<file path="src/rtl/axi_read_responder.sv">
// Single-outstanding AXI4 read responder backed by a 64-bit SRAM.
// One beat at a time: READ issues the SRAM read, LOAD captures it, DATA presents it.
module axi_read_responder #(
    parameter logic [31:0] BASE    = 32'h8000_0000,
    parameter int unsigned DEPTH   = 4096,
    parameter int unsigned LATENCY = 0
) (
    input  logic        clock,
    input  logic        reset,
    input  logic        arvalid,
    output logic        arready,
    input  logic [31:0] araddr,
    input  logic [3:0]  arid,
    input  logic [7:0]  arlen,
    input  logic [2:0]  arsize,
    input  logic [1:0]  arburst,
    output logic        rvalid,
    input  logic        rready,
    output logic [63:0] rdata,
    output logic [1:0]  rresp,
    output logic        rlast,
    output logic [3:0]  rid,
    output logic        mem_ren,
    output logic [31:0] mem_raddr,
    input  logic [63:0] mem_rdata
);

    typedef enum logic [2:0] {
        IDLE,
        WAIT,
        READ,
        LOAD,
        DATA
    } state_e;

    localparam logic [32:0] LIMIT = {1'b0, BASE} + 33'(DEPTH) * 33'd8;
    localparam logic [3:0]  WAIT_INIT = 4'((LATENCY == 0) ? 0 : LATENCY - 1);

    localparam logic [1:0] RESP_OKAY   = 2'b00;
    localparam logic [1:0] RESP_SLVERR = 2'b10;
    localparam logic [1:0] RESP_DECERR = 2'b11;

    state_e      state_q, state_d;
    logic [31:0] addr_q, addr_d;
    logic [3:0]  id_q, id_d;
    logic [7:0]  len_q, len_d;
    logic [2:0]  size_q, size_d;
    logic [1:0]  burst_q, burst_d;
    logic        slverr_q, slverr_d;
    logic [7:0]  beat_q, beat_d;
    logic [3:0]  wcnt_q, wcnt_d;
    logic [63:0] rdata_q, rdata_d;
    logic [1:0]  rresp_q, rresp_d;
    logic        rlast_q, rlast_d;
    logic [3:0]  rid_q, rid_d;

    logic [31:0] step;
    logic [31:0] win_mask;
    logic [31:0] next_addr;
    logic [31:0] off;
    logic        in_range;
    logic        beat_ok;
    logic        ar_bad;

    assign rdata = rdata_q;
    assign rresp = rresp_q;
    assign rlast = rlast_q;
    assign rid   = rid_q;

    // Per-beat address arithmetic, range decode and request legality.
    always_comb begin
        step     = 32'd1 << size_q;
        win_mask = ((32'(len_q) + 32'd1) << size_q) - 32'd1;
        case (burst_q)
            2'b01:   next_addr = addr_q + step;
            2'b10:   next_addr = (addr_q & ~win_mask)
                               | ((addr_q + step) & win_mask);
            default: next_addr = addr_q;
        endcase
        off      = addr_q - BASE;
        in_range = ({1'b0, addr_q} >= {1'b0, BASE})
                && ({1'b0, addr_q} < LIMIT);
        beat_ok  = in_range && !slverr_q;
        ar_bad   = (arsize > 3'd3)
                || (arburst == 2'b11)
                || ((arburst == 2'b10)
                    && !((arlen == 8'd1) || (arlen == 8'd3)
                      || (arlen == 8'd7) || (arlen == 8'd15)));
    end

    // Next-state and output decode of the burst FSM.
    always_comb begin
        state_d   = state_q;
        addr_d    = addr_q;
        id_d      = id_q;
        len_d     = len_q;
        size_d    = size_q;
        burst_d   = burst_q;
        slverr_d  = slverr_q;
        beat_d    = beat_q;
        wcnt_d    = wcnt_q;
        rdata_d   = rdata_q;
        rresp_d   = rresp_q;
        rlast_d   = rlast_q;
        rid_d     = rid_q;
        arready   = 1'b0;
        rvalid    = 1'b0;
        mem_ren   = 1'b0;
        mem_raddr = 32'd0;
        case (state_q)
            IDLE: begin
                arready = 1'b1;
                if (arvalid) begin
                    addr_d   = araddr;
                    id_d     = arid;
                    len_d    = arlen;
                    size_d   = arsize;
                    burst_d  = arburst;
                    slverr_d = ar_bad;
                    beat_d   = 8'd0;
                    wcnt_d   = WAIT_INIT;
                    state_d  = (LATENCY > 0) ? WAIT : READ;
                end
            end
            WAIT: begin
                if (wcnt_q == 4'd0) begin
                    state_d = READ;
                end else begin
                    wcnt_d = wcnt_q - 4'd1;
                end
            end
            READ: begin
                mem_ren   = beat_ok;
                mem_raddr = beat_ok ? (off >> 3) : 32'd0;
                state_d   = LOAD;
            end
            LOAD: begin
                rdata_d = beat_ok ? mem_rdata : 64'd0;
                if (slverr_q) begin
                    rresp_d = RESP_SLVERR;
                end else if (!in_range) begin
                    rresp_d = RESP_DECERR;
                end else begin
                    rresp_d = RESP_OKAY;
                end
                rlast_d = (beat_q == len_q);
                rid_d   = id_q;
                state_d = DATA;
            end
            DATA: begin
                rvalid = 1'b1;
                if (rready) begin
                    if (rlast_q) begin
                        state_d = IDLE;
                    end else begin
                        addr_d  = next_addr;
                        beat_d  = beat_q + 8'd1;
                        state_d = READ;
                    end
                end
            end
            default: state_d = IDLE;
        endcase
    end

    // State register with synchronous active-low reset.
    always_ff @(posedge clock) begin
        if (!reset) begin
            state_q  <= IDLE;
            addr_q   <= 32'd0;
            id_q     <= 4'd0;
            len_q    <= 8'd0;
            size_q   <= 3'd0;
            burst_q  <= 2'd0;
            slverr_q <= 1'b0;
            beat_q   <= 8'd0;
            wcnt_q   <= 4'd0;
            rdata_q  <= 64'd0;
            rresp_q  <= 2'd0;
            rlast_q  <= 1'b0;
            rid_q    <= 4'd0;
        end else begin
            state_q  <= state_d;
            addr_q   <= addr_d;
            id_q     <= id_d;
            len_q    <= len_d;
            size_q   <= size_d;
            burst_q  <= burst_d;
            slverr_q <= slverr_d;
            beat_q   <= beat_d;
            wcnt_q   <= wcnt_d;
            rdata_q  <= rdata_d;
            rresp_q  <= rresp_d;
            rlast_q  <= rlast_d;
            rid_q    <= rid_d;
        end
    end

endmodule

</file>
<file path="config.mk">
export PLATFORM = sky130hd
export DESIGN_NAME = axi_read_responder
export DESIGN_NICKNAME = d
export VERILOG_FILES = /design/src/rtl/axi_read_responder.sv
export SDC_FILE = /design/constraint.sdc
export NUM_CORES = 1
export LEC_CHECK = 0
export ABC_AREA = 0
export BUFFER_PORTS_ARGS = -buffer_cell sky130_fd_sc_hd__buf_2
export CAP_MARGIN = 40
export CORE_UTILIZATION = 53
export CTS_BUF_LIST = sky130_fd_sc_hd__clkbuf_16
export DETAILED_ROUTE_END_ITERATION = 12
export PLACE_DENSITY = 0.9
export SKIP_CTS_REPAIR_TIMING = 1
export SLEW_MARGIN = 5
export SYNTH_ARGS = -nofsm -noshare
export SYNTH_HDL_FRONTEND = slang
export SYNTH_SLANG_ARGS = --single-unit
</file>
<file path="constraint.sdc">
create_clock -name clock -period 4.5 [get_ports clock]
set_input_delay 0 -clock clock [delete_from_list [all_inputs] [get_ports clock]]
set_output_delay 0 -clock clock [all_outputs]
set_load 0.005 [all_outputs]
</file>
==> results of run 1 <==
[metrics by stage]
step	utilization	area [µm²]	instances	hold WS, ns	setup WS (ns)
floorplan	-	7880	1069	0.136	1.08
global placement	0.608	8800	1375	0.245	0.878
detailed placement	0.610	8830	1376	0.257	0.765
CTS	0.649	9390	1408	-0.187	0.755
global route	0.721	10400	1513	0.0105	0.253
finish	0.721	10400	1513	-0.0463	0.649
[worst register-to-register path, cell delays in order, from the launching register on]
cell      delay (ns)
dfxtp_1         0.62
ha_1            0.40
nand3_1         0.21
o21ai_0         0.29
a21oi_1         0.12
nor4_1          0.52
o221ai_1        0.29
or2_2           0.38
o21ai_1         0.46
a21boi_0        0.17
o31a_1          0.30
[area by class of cell]
class	instances	area [µm²]	area share
repair buffers	323	2200	0.211
clock inverters	15	141	0.0135
inverters	20	76.3	0.00731
clock buffers	17	425	0.0408
diodes	1	2.50	0.000240
flip-flops and latches	136	2720	0.261
multi-input cells	817	4640	0.444
well taps	184	230	0.0221
[worst min-delay path by stage]
stage                    start         end  slack, ns  depth (start not counted)
finish               araddr[9]        flop      -0.05                          3
global route        araddr[17]        flop       0.01                          3
CTS                    arid[1]     id_q[1]      -0.19                          3
detailed placement     arid[1]     id_q[1]       0.26                          3
global placement       arid[2]     id_q[2]       0.24                          3
floorplan           arburst[0]  burst_q[0]       0.14                          2
[cells by family (layout without fill, tap and decap cells)]
group	after synthesis	count (layout)	share of synthesized area
simple gates	462	462	0.279
compound gates	276	276	0.228
flops	136	136	0.348
buf+inv	116	375	0.0684
xor+xnor	35	35	0.0392
fa+ha+maj	16	16	0.0266
mux	8	8	0.0103
other cells	1	21	0.000480
[metal layers]
metal  up-vias  wire [µm]  share of wire
li1       4258          -              -
met2       544      12600           0.47
met1      4241      10700           0.40
met5         -          0              0
met4         0       1190          0.044
met3       118       2190          0.082
[layout by cell type (no fill, tap or decap), types with 11 or more instances in the layout]
master and n:
buf_2 202, nand2_1 176, dfxtp_1 136, a21oi_1 132
dlygate4sd3_1 104, nand3_1 92, nor2_1 73, o21ai_0 25
xor2_1 21, conb_1 20, and2_1 18, inv_1 17
clkbuf_16 17, buf_4 16, nand4_1 15, and3_1 15
ha_1 15, xnor2_1 14, nor4_1 13, nor3_1 13
or3_1 11, a31oi_1 11
[power by group through the flow]
stage / registers, W / logic (W) / clock network [W]
CTS: 0.00132 / 0.000501 / 0.00135
global route: 0.00133 / 0.000647 / 0.00141
finish: 0.00132 / 0.000592 / 0.00136
global placement: 0.00134 / 0.000482 / 0
detailed placement: 0.00134 / 0.000498 / 0
floorplan: 0.00131 / 0.000379 / 0
==> summary.txt, run 1 <==
Status
  • Outcome: complete, but fails checks
  • Failing checks: hold timing

STA
  • Fin Hold WS: -0.0463 ns
  • Worst Max-Slew Pin Slew: 0.925 ns
  • Setup TNS: 0 ns
  • Clk_skew: 0.0160 ns
  • Max-slew violations: 0
  • Max Clk Rate: 260 MHz
  • RSZ-0062 raised after global routing: false
  • Tcrit/Tclk final: 0.856
  • Endpoints failing hold: 5
  • Setup violators final: 0
  • Final min period: 3.85 ns
  • Slew headroom: 0.381

Worst setup path
  • Worst endpoint required time: 4.82 ns
  • Worst R2R Path Depth: 10
  • CP startpoint kind: flop
  • Buf/Inv on CP: 0
  • Critical-path cell list: ha_1 -> nand3_1 -> o21ai_0 -> a21oi_1 -> nor4_1 -> o221ai_1 -> or2_2 -> o21ai_1 -> a21boi_0 -> o31a_1
  • Max incr delay on CP: 0.62 ns
  • Critical path class: flop to flop
  • Slowest-stage cell, CP: dfxtp_1
  • Worst-path maximum fanout: 15
  • CP delay by family, top: compound AO/OA/AOI/OAI gates
  • Critical R2R Launch: len_q[0]
  • WP depth: 10
  • Crit. End Element: flop
  • Crit path launch: len_q[0]
  • Reg2reg setup slack: 0.65 ns
  • Arrival @ worst endpoint: 4.18 ns

Yosys
  • Most common cell in the netlist: nand2_1
  • Area leader, netlist: dfxtp_1
  • Top cells by count, synth: nand2_1, dfxtp_1, a21oi_1, nand3_1, nor2_1
  • Post-synth EDFFs: 0
  • Yosys warnings: 0
  • FFs w/ async S/R, synth: 0
  • Yosys reg bits: 136
  • Top cells by area, synth: dfxtp_1, nand2_1, a21oi_1
  • Synth cell types: 78
  • Syn Area/Cell: 7.44 µm²
  • Commonest register cell after synthesis: dfxtp_1
  • Mapped Cells: 1050
  • Synth top area share: 0.348
  • Post-synthesis sequential area ratio: 0.348
  • Mapped cell area: 7810 µm²

Flow run
  • Total of max-cap violations: 0

Detailed routing
  • Avg Vias per Cell: 6.05
  • First-pass DRT Iterations: 7
  • Avg WL per Cell: 17.6 µm
  • Detailed Route Iter0 Violations: 1072
  • Final ANT Viol Nets: 0
  • Vias: 9161
  • DRC violations left: 0
  • Post-Route WL: 26700 µm

GRT
  • GR peak layer: met2
  • GRT Total Usage: 0.295
  • M3 GR Usage: 0.0683
  • First-pass GRT wire length: 35400 µm
  • Vias in the first global route: 7323
  • Global routing usage on met1: 0.401
  • Initial antenna violation count: 1
  • Grt met2 use: 0.438
  • Total gr overflow: 0
  • Largest net degree at the start of global routing: 56

Placement
  • GP Congestion: 0.957
  • Port bufs: 202
  • Post-DP HPWL: 15900 µm

CTS
  • CTS tree: yes
  • CTS buffer count: 17
  • CTS max path bufs: 2
  • Root Driver: clkbuf_16
  • CTS Sinks: 136
  • Clock transition at path regs: 0.06 ns
  • Clk Latency, worst-skew pair: 0.44 ns
  • Max H-tree Level: 4

Power and ir drop
  • Internal Power: 0.00229 W
  • Pleak: 4.35 nW
  • Power, Total: 0.00327 W
  • Reg power frac: 0.404
  • Gate power share: 0.181
  • VDD IR-drop max: 0.258 mV
  • NetSw: 0.000981 W
  • Sw frac: 0.300
  • Clock group share of total power: 0.415
  • Cell Pwr Density: 313 nW/µm²

Cells and area
  • Fraction of layout cells with a size suffix above 1: 0.200
  • Fill cells: 1069
  • Nets: 1448
  • Synth-to-Final Area Change: 33.6%

Die
  • Die width: 123 µm
  • Core Area: 14500 µm²
  • Num rows: 44
  • Die ar.: 15200 µm²
  • Die Y-Extent: 123 µm
  • I/O pins: 223
  • Initial core utilization: 0.540

Worst hold path
  • Worst min path class: input pin to flop
Note: power is estimated with default switching activity, not from simulation.
==> run 2: changes to the inputs <==
CORE_UTILIZATION = 57   (was 53)
PLACE_DENSITY = 0.95   (was 0.9)
clock period = 5 ns   (was 4.5 ns; I/O delays follow)
==> run 2 against run 1 <==
The run still ends with hold timing left. Clock skew fell by 0.0043 ns. Via count is 2.5% higher. Flip-flop and latch count stayed put. Maximum frequency is 10% lower. First-iteration DRC count up 46%. Clock-buffer cell count is the same. Total power shrank 8.8%. Core utilization grew 6.0 points. Wire length rose by 4.1%. Critical path type unchanged. Highest routed layer unchanged.
==> summary.txt, run 2 (synthesis gave the netlist of run 1 again) <==
Die
  • Die Y-Extent: 119 µm (-3.5%)
  • Die ar.: 14200 µm² (-6.9%)
  • Core Area: 13300 µm² (-8.2%)
  • Initial core utilization: 0.588 (+0.0480)
  • Die width: 119 µm (-3.5%)
  • Num rows: 42 (-4.5%)
  • I/O pins: 223 (unchanged)

Placement
  • Post-DP HPWL: 15800 µm (-0.63%)
  • Port bufs: 202 (unchanged)
  • GP Congestion: 0.974 (+1.7%)

STA
  • Max Clk Rate: 233 MHz (-10%)
  • Worst Max-Slew Pin Slew: 0.960 ns (+0.0352 ns)
  • Clk_skew: 0.0117 ns (-0.00431 ns)
  • Fin Hold WS: -0.0509 ns (-0.00466 ns)
  • Slew headroom: 0.355 (-0.0265)
  • Max-slew violations: 0 (unchanged)
  • Setup violators final: 0 (unchanged)
  • Endpoints failing hold: 8 (+3)
  • Final min period: 4.28 ns (+0.432 ns)
  • RSZ-0062 raised after global routing: false
  • Setup TNS: 0 ns (unchanged)
  • Tcrit/Tclk final: 0.857 (about the same)

Power and ir drop
  • Gate power share: 0.176 (-0.005)
  • Cell Pwr Density: 287 nW/µm² (-8.4%)
  • Internal Power: 0.00209 W (-8.4%)
  • Reg power frac: 0.401 (-0.003)
  • Sw frac: 0.297 (-0.00292)
  • Pleak: 4.33 nW (-0.46%)
  • VDD IR-drop max: 0.241 mV (-6.7%)
  • Clock group share of total power: 0.423 (+0.008)
  • NetSw: 0.000886 W (-9.7%)

Worst setup path
  • Critical path class: flop to flop
  • Worst-path maximum fanout: 24 (+9)
  • Worst endpoint required time: 5.36 ns (+0.54 ns)
  • CP delay by family, top: simple AND/OR/NAND/NOR gates
  • Arrival @ worst endpoint: 4.65 ns (+0.47 ns)
  • Max incr delay on CP: 0.81 ns (+0.19 ns)
  • Crit. End Element: flop
  • Buf/Inv on CP: 2 (+2)
  • Slowest-stage cell, CP: dfxtp_1
  • Reg2reg setup slack: 0.72 ns (+0.07 ns)
  • CP startpoint kind: flop
  • Critical-path cell list: inv_1 -> nand2_1 -> inv_1 -> ha_1 -> a21o_1 -> a21o_1 -> a2111o_1 -> a31oi_1 -> nor4_1 -> nand3_1 -> or4_1 -> a21oi_1 -> o31a_1

Cells and area
  • Register area: 2720 µm² (unchanged)
  • Nets: 1442 (-0.41%)
  • Most common cell after layout, fill and taps aside: buf_2
  • Commonest non-fill, non-tap cells in the layout: buf_2, nand2_1, dfxtp_1, a21oi_1, dlygate4sd3_1
  • Synth-to-Final Area Change: 33.0%
  • Fraction of layout cells with a size suffix above 1: 0.196 (-0.00439)
  • Diode count: 0 (-1)
  • Multi-input combinational cell area: 4640 µm² (unchanged)
  • Fill cells: 854 (-20%)

GRT
  • First-pass GRT wire length: 36800 µm (+3.9%)
  • Largest net degree at the start of global routing: 71 (+27%)
  • Initial antenna violation count: 0 (-1)
  • Vias in the first global route: 7507 (+2.5%)
  • Total gr overflow: 0 (unchanged)
  • GRT Total Usage: 0.320 (+0.0254)

Detailed routing
  • Detailed Route Iter0 Violations: 1567 (+46%)
  • Avg Vias per Cell: 6.27 (+3.5%)
  • First-pass DRT Iterations: 8 (+1)
  • Post-Route WL: 27800 µm (+4.1%)
  • DRC violations left: 0 (unchanged)
  • Avg WL per Cell: 18.5 µm (+5.1%)
  • Final ANT Viol Nets: 0 (unchanged)
  • Vias: 9389 (+2.5%)

Status
  • Outcome: complete, but fails checks
  • Failing checks: hold timing

Worst hold path
  • Worst min path class: input pin to flop

CTS
  • Clock transition at path regs: 0.06 ns (about the same)
  • CTS Sinks: 136 (unchanged)
  • CTS max path bufs: 2 (unchanged)
  • Root Driver: clkbuf_16
  • Max H-tree Level: 4 (unchanged)
  • Clk Latency, worst-skew pair: 0.43 ns (about the same)
  • CTS tree: yes
  • CTS buffer count: 17 (unchanged)

Flow run
  • Total of max-cap violations: 0 (unchanged)
run 2: final cells by class:
class / instances / share of cell area
Clock buffer: 17 / 0.0410
Clock inverter: 15 / 0.0147
Inverter: 20 / 0.00735
Multi-Input combinational cell: 817 / 0.447
Sequential cell: 136 / 0.262
Tap cell: 176 / 0.0212
Timing Repair Buffer: 317 / 0.207
run 2: worst reg2reg max path, cell delays in order, from the launching register on:
cell	delay [ns]
dfxtp_1	0.81
inv_1	0.44
nand2_1	0.23
inv_1	0.06
ha_1	0.27
a21o_1	0.11
a21o_1	0.16
a2111o_1	0.20
a31oi_1	0.19
nor4_1	0.74
nand3_1	0.24
or4_1	0.44
a21oi_1	0.15
o31a_1	0.16
run 2: worst paths after layout:
kind         startpoint   endpoint  cells after the start
min           araddr[1]       flop                      3
min reg2reg   rdata[13]  rdata[13]                      2
max           size_q[2]       flop                     13
max reg2reg   size_q[2]       flop                     13
run 2: power groups by stage:
stage                     clock network (W)  registers, W  logic, W
final                               0.00126       0.00119  0.000524
after global routing                0.00131       0.00120  0.000564
after CTS                           0.00124       0.00119  0.000439
after detailed placement                  0       0.00121  0.000433
after global placement                    0       0.00121  0.000419
after floorplan                           0       0.00118  0.000341
run 2: through the flow:
| stage | setup slack (ns) | instance area [µm²] | total power (W) | std cells | util |
|---|---|---|---|---|---|
| after floorplan | 1.58 | 7880 | 0.00152 | 1069 | - |
| after global placement | 1.05 | 8740 | 0.00163 | 1361 | 0.658 |
| after detailed placement | 0.929 | 8780 | 0.00165 | 1363 | 0.660 |
| after CTS | 0.897 | 9360 | 0.00287 | 1395 | 0.704 |
| after global routing | 0.350 | 10400 | 0.00307 | 1498 | 0.781 |
| final | 0.717 | 10400 | 0.00298 | 1498 | 0.781 |
run 2: per-layer routing:
layer | track usage | share of wire
met1 | 0.430 | 0.38
met5 | 0 | 0
met4 | 0.119 | 0.050
met3 | 0.0718 | 0.10
met2 | 0.499 | 0.47
==> run 3: changes to the inputs <==
ABC_AREA = 1   (was 0)
==> run 3 against run 2 <==
The run still ends with hold timing left. Flip-flop and latch count did not move. Die area rose by 3.0%. Clock-buffer cell count did not move. Clock skew barely moved. Design area rose by 1.6%. Sequential share of layout area fell by 0.41 points. Non-clock buffer count fell by 9. Wire length rose by 0.22%. Clock power fell by 6%. Area after synthesis rose by 3.0%. Critical path depth rose by 2. Register-to-register slack improved by 0.63 ns. Largest power group is now registers.
==> summary.txt, run 3 <==
STA
  • Setup TNS: 0 ns (unchanged)
  • Worst Max-Slew Pin Slew: 1.01 ns (+0.0453 ns)
  • Final min period: 3.65 ns (-0.630 ns)
  • Setup violators final: 0 (unchanged)
  • Fin Hold WS: -0.0277 ns (+0.0233 ns)
  • RSZ-0062 raised after global routing: false
  • Final setup margin: 1.35 ns (+0.630 ns)
  • Max-slew violations: 0 (unchanged)
  • Max Clk Rate: 274 MHz (+17%)
  • Tcrit/Tclk final: 0.731 (-0.126)
  • Endpoints failing hold: 9 (+1)
  • Slew headroom: 0.330 (-0.0253)
  • Clk_skew: 0.0122 ns (+0.000480 ns)

Cells and area
  • Layout Cell Area excl Fill: 10600 µm² (+1.6%)
  • Commonest non-fill, non-tap cells in the layout: nand2_1, buf_2, dfxtp_1, a21oi_1, nor2_1
  • Nets: 1630 (+13%)
  • Fill cells: 975 (+14%)
  • Multi-input combinational cell area: 4600 µm² (-0.89%)
  • Register area: 2720 µm² (unchanged)
  • Fraction of layout cells with a size suffix above 1: 0.208 (+0.0120)
  • Core Util, Final: 0.763 (-0.0182)
  • Synth-to-Final Area Change: 31.1%
  • Most common cell after layout, fill and taps aside: nand2_1

Die
  • Die ar.: 14600 µm² (+3.0%)
  • Die Y-Extent: 121 µm (+1.5%)
  • Die width: 121 µm (+1.5%)
  • I/O pins: 223 (unchanged)
  • Core Area: 13800 µm² (+4.0%)
  • Initial core utilization: 0.582 (-0.00559)
  • Num rows: 43 (+2.4%)

Placement
  • Pre-CTS WS: 1.47 ns (+0.546 ns)
  • GP Congestion: 0.947 (-2.8%)
  • Port bufs: 202 (unchanged)
  • Post-DP HPWL: 16700 µm (+5.6%)
  • Placed Area: 8990 µm² (+2.5%)

Flow run
  • Total of max-cap violations: 0 (unchanged)

Yosys
  • Syn Area/Cell: 6.56 µm² (-12%)
  • Mapped Cells: 1227 (+17%)
  • Yosys reg bits: 136 (unchanged)
  • Area leader, netlist: dfxtp_1
  • FFs w/ async S/R, synth: 0 (unchanged)
  • Synth top area share: 0.338 (-0.0102)
  • Post-synth EDFFs: 0 (unchanged)
  • Commonest register cell after synthesis: dfxtp_1
  • Yosys warnings: 0 (unchanged)
  • Mapped cell area: 8050 µm² (+3.0%)
  • Synth cell types: 54 (-31%)
  • Most common cell in the netlist: nand2_1
  • Top cells by area, synth: dfxtp_1, nand2_1, a21oi_1
  • Post-synthesis sequential area ratio: 0.338 (-0.0102)
  • Top cells by count, synth: nand2_1, dfxtp_1, a21oi_1, nor2_1, inv_1

GRT
  • Largest net degree at the start of global routing: 70 (-1.4%)
  • Vias in the first global route: 7769 (+3.5%)
  • First-pass GRT wire length: 37000 µm (+0.53%)
  • GR peak layer: met2
  • GRT Total Usage: 0.318 (-0.00162)
  • Total gr overflow: 0 (unchanged)
  • Grt met2 use: 0.542 (+0.0429)
  • Global routing usage on met1: 0.384 (-0.0456)
  • M3 GR Usage: 0.0741 (+0.00222)
  • Initial antenna violation count: 2 (+2)

CTS
  • CTS buffer count: 17 (unchanged)
  • Clk Latency, worst-skew pair: 0.43 ns (about the same)
  • Max H-tree Level: 4 (unchanged)
  • CTS tree: yes
  • Clock transition at path regs: 0.06 ns (about the same)
  • CTS max path bufs: 2 (unchanged)
  • CTS Sinks: 136 (unchanged)
  • Root Driver: clkbuf_16

Worst hold path
  • Hold path depth: 5 (+2)
  • Worst min path class: input pin to flop
  • Worst hold start: araddr[26]

Power and ir drop
  • Power, Total: 0.00374 W (+26%)
  • Pleak: 4.74 nW (+9.3%)
  • VDD IR-drop max: 0.332 mV (+38%)
  • Cell Pwr Density: 354 nW/µm² (+24%)

Worst setup path
  • Reg2reg setup slack: 1.35 ns (+0.63 ns)
  • Worst endpoint required time: 5.31 ns (-0.05 ns)
  • Worst-path maximum fanout: 21 (-13%)
  • Arrival @ worst endpoint: 3.97 ns (-0.68 ns)
  • CP startpoint kind: flop
  • Critical path class: flop to flop
  • Worst R2R Path Depth: 15 (+2)
  • Crit. End Element: flop
  • Critical R2R Launch: size_q[1]

Detailed routing
  • DRC violations left: 0 (unchanged)
  • Detailed Route Iter0 Violations: 1051 (-33%)
  • Post-Route WL: 27800 µm (+0.22%)
  • Avg Vias per Cell: 5.70 (-9.0%)
  • Final ANT Viol Nets: 0 (unchanged)
  • Avg WL per Cell: 16.4 µm (-11%)
  • First-pass DRT Iterations: 6 (-2)
  • Vias: 9652 (+2.8%)

Status
  • Outcome: complete, but fails checks
  • Failing checks: hold timing
[run 3: cell types whose count changed in the layout (fill, tap and decap cells not counted), moves of 15 or more]
| cell | change |
|---|---|
| nand3_2 | +15 |
| and2_1 | -17 |
| o21ai_0 | +42 |
| nor2_1 | +39 |
| nand2_1 | +165 |
| inv_1 | +79 |
[run 3: area by class of cell]
type	count	area share
well taps	180	0.0213
multi-input cells	928	0.436
diodes	2	0.000474
clock inverters	15	0.0110
clock buffers	17	0.0403
flip-flops and latches	136	0.258
inverters	106	0.0379
repair buffers	308	0.195
[run 3: report_power, final]
| group | leakage, nW | switching (W) | internal, W |
|---|---|---|---|
| clock network | 0.254 | 0.000537 | 0.000644 |
| registers | 1.11 | 0.000145 | 0.00120 |
| logic | 3.37 | 0.000778 | 0.000436 |
| total | 4.74 | 0.00146 | 0.00228 |
[run 3: worst max-delay path by stage]
stage,start,end,slack (ns),depth (start not counted)
detailed placement,state_q[1],wcnt_q[2],1.47,15
finish,size_q[1],flop,1.35,15
global route,size_q[1],flop,0.99,18
floorplan,size_q[2],flop,2.23,18
global placement,state_q[1],wcnt_q[2],1.63,15
CTS,state_q[1],beat_q[6],1.45,15
[run 3: kinds of logic after synthesis]
kind of cell	Yosys count	synth area share
buffers and inverters	182	0.100
adders and majority gates	16	0.0258
other	1	0.000466
muxes	1	0.00124
DFF	136	0.338
AOI/OAI and AO/OA	221	0.146
xor gates and xnor gates	13	0.0141
and+or+nand+nor	657	0.373
[run 3: worst max-delay path, stage by stage (launching register included)]
cell,delay (ns)
dfxtp_1,0.75
inv_1,0.40
nand2_1,0.19
nor2_1,0.07
ha_1,0.38
nand2_1,0.09
nor3_1,0.20
nor2_1,0.12
o21ai_2,0.33
nand2_1,0.16
nor3_1,0.36
nand2_1,0.13
nand2_1,0.09
nand3_1,0.06
a21oi_1,0.14
nor2_1,0.06
[run 3: per-stage QoR]
| stage | cells | hold WS [ns] |
|---|---|---|
| floorplan | 1246 | 0.135 |
| global placement | 1556 | 0.248 |
| detailed placement | 1557 | 0.254 |
| CTS | 1589 | -0.197 |
| global route | 1692 | 0.00252 |
| finish | 1692 | -0.0277 |
[run 3: metal layers]
metal | wire (µm) | part of all wire | vias up
li1 | - | - | 4497
met4 | 1620 | 0.058 | 0
met2 | 13200 | 0.48 | 687
met1 | 10400 | 0.37 | 4315
met5 | 0 | 0 | -
met3 | 2590 | 0.093 | 153
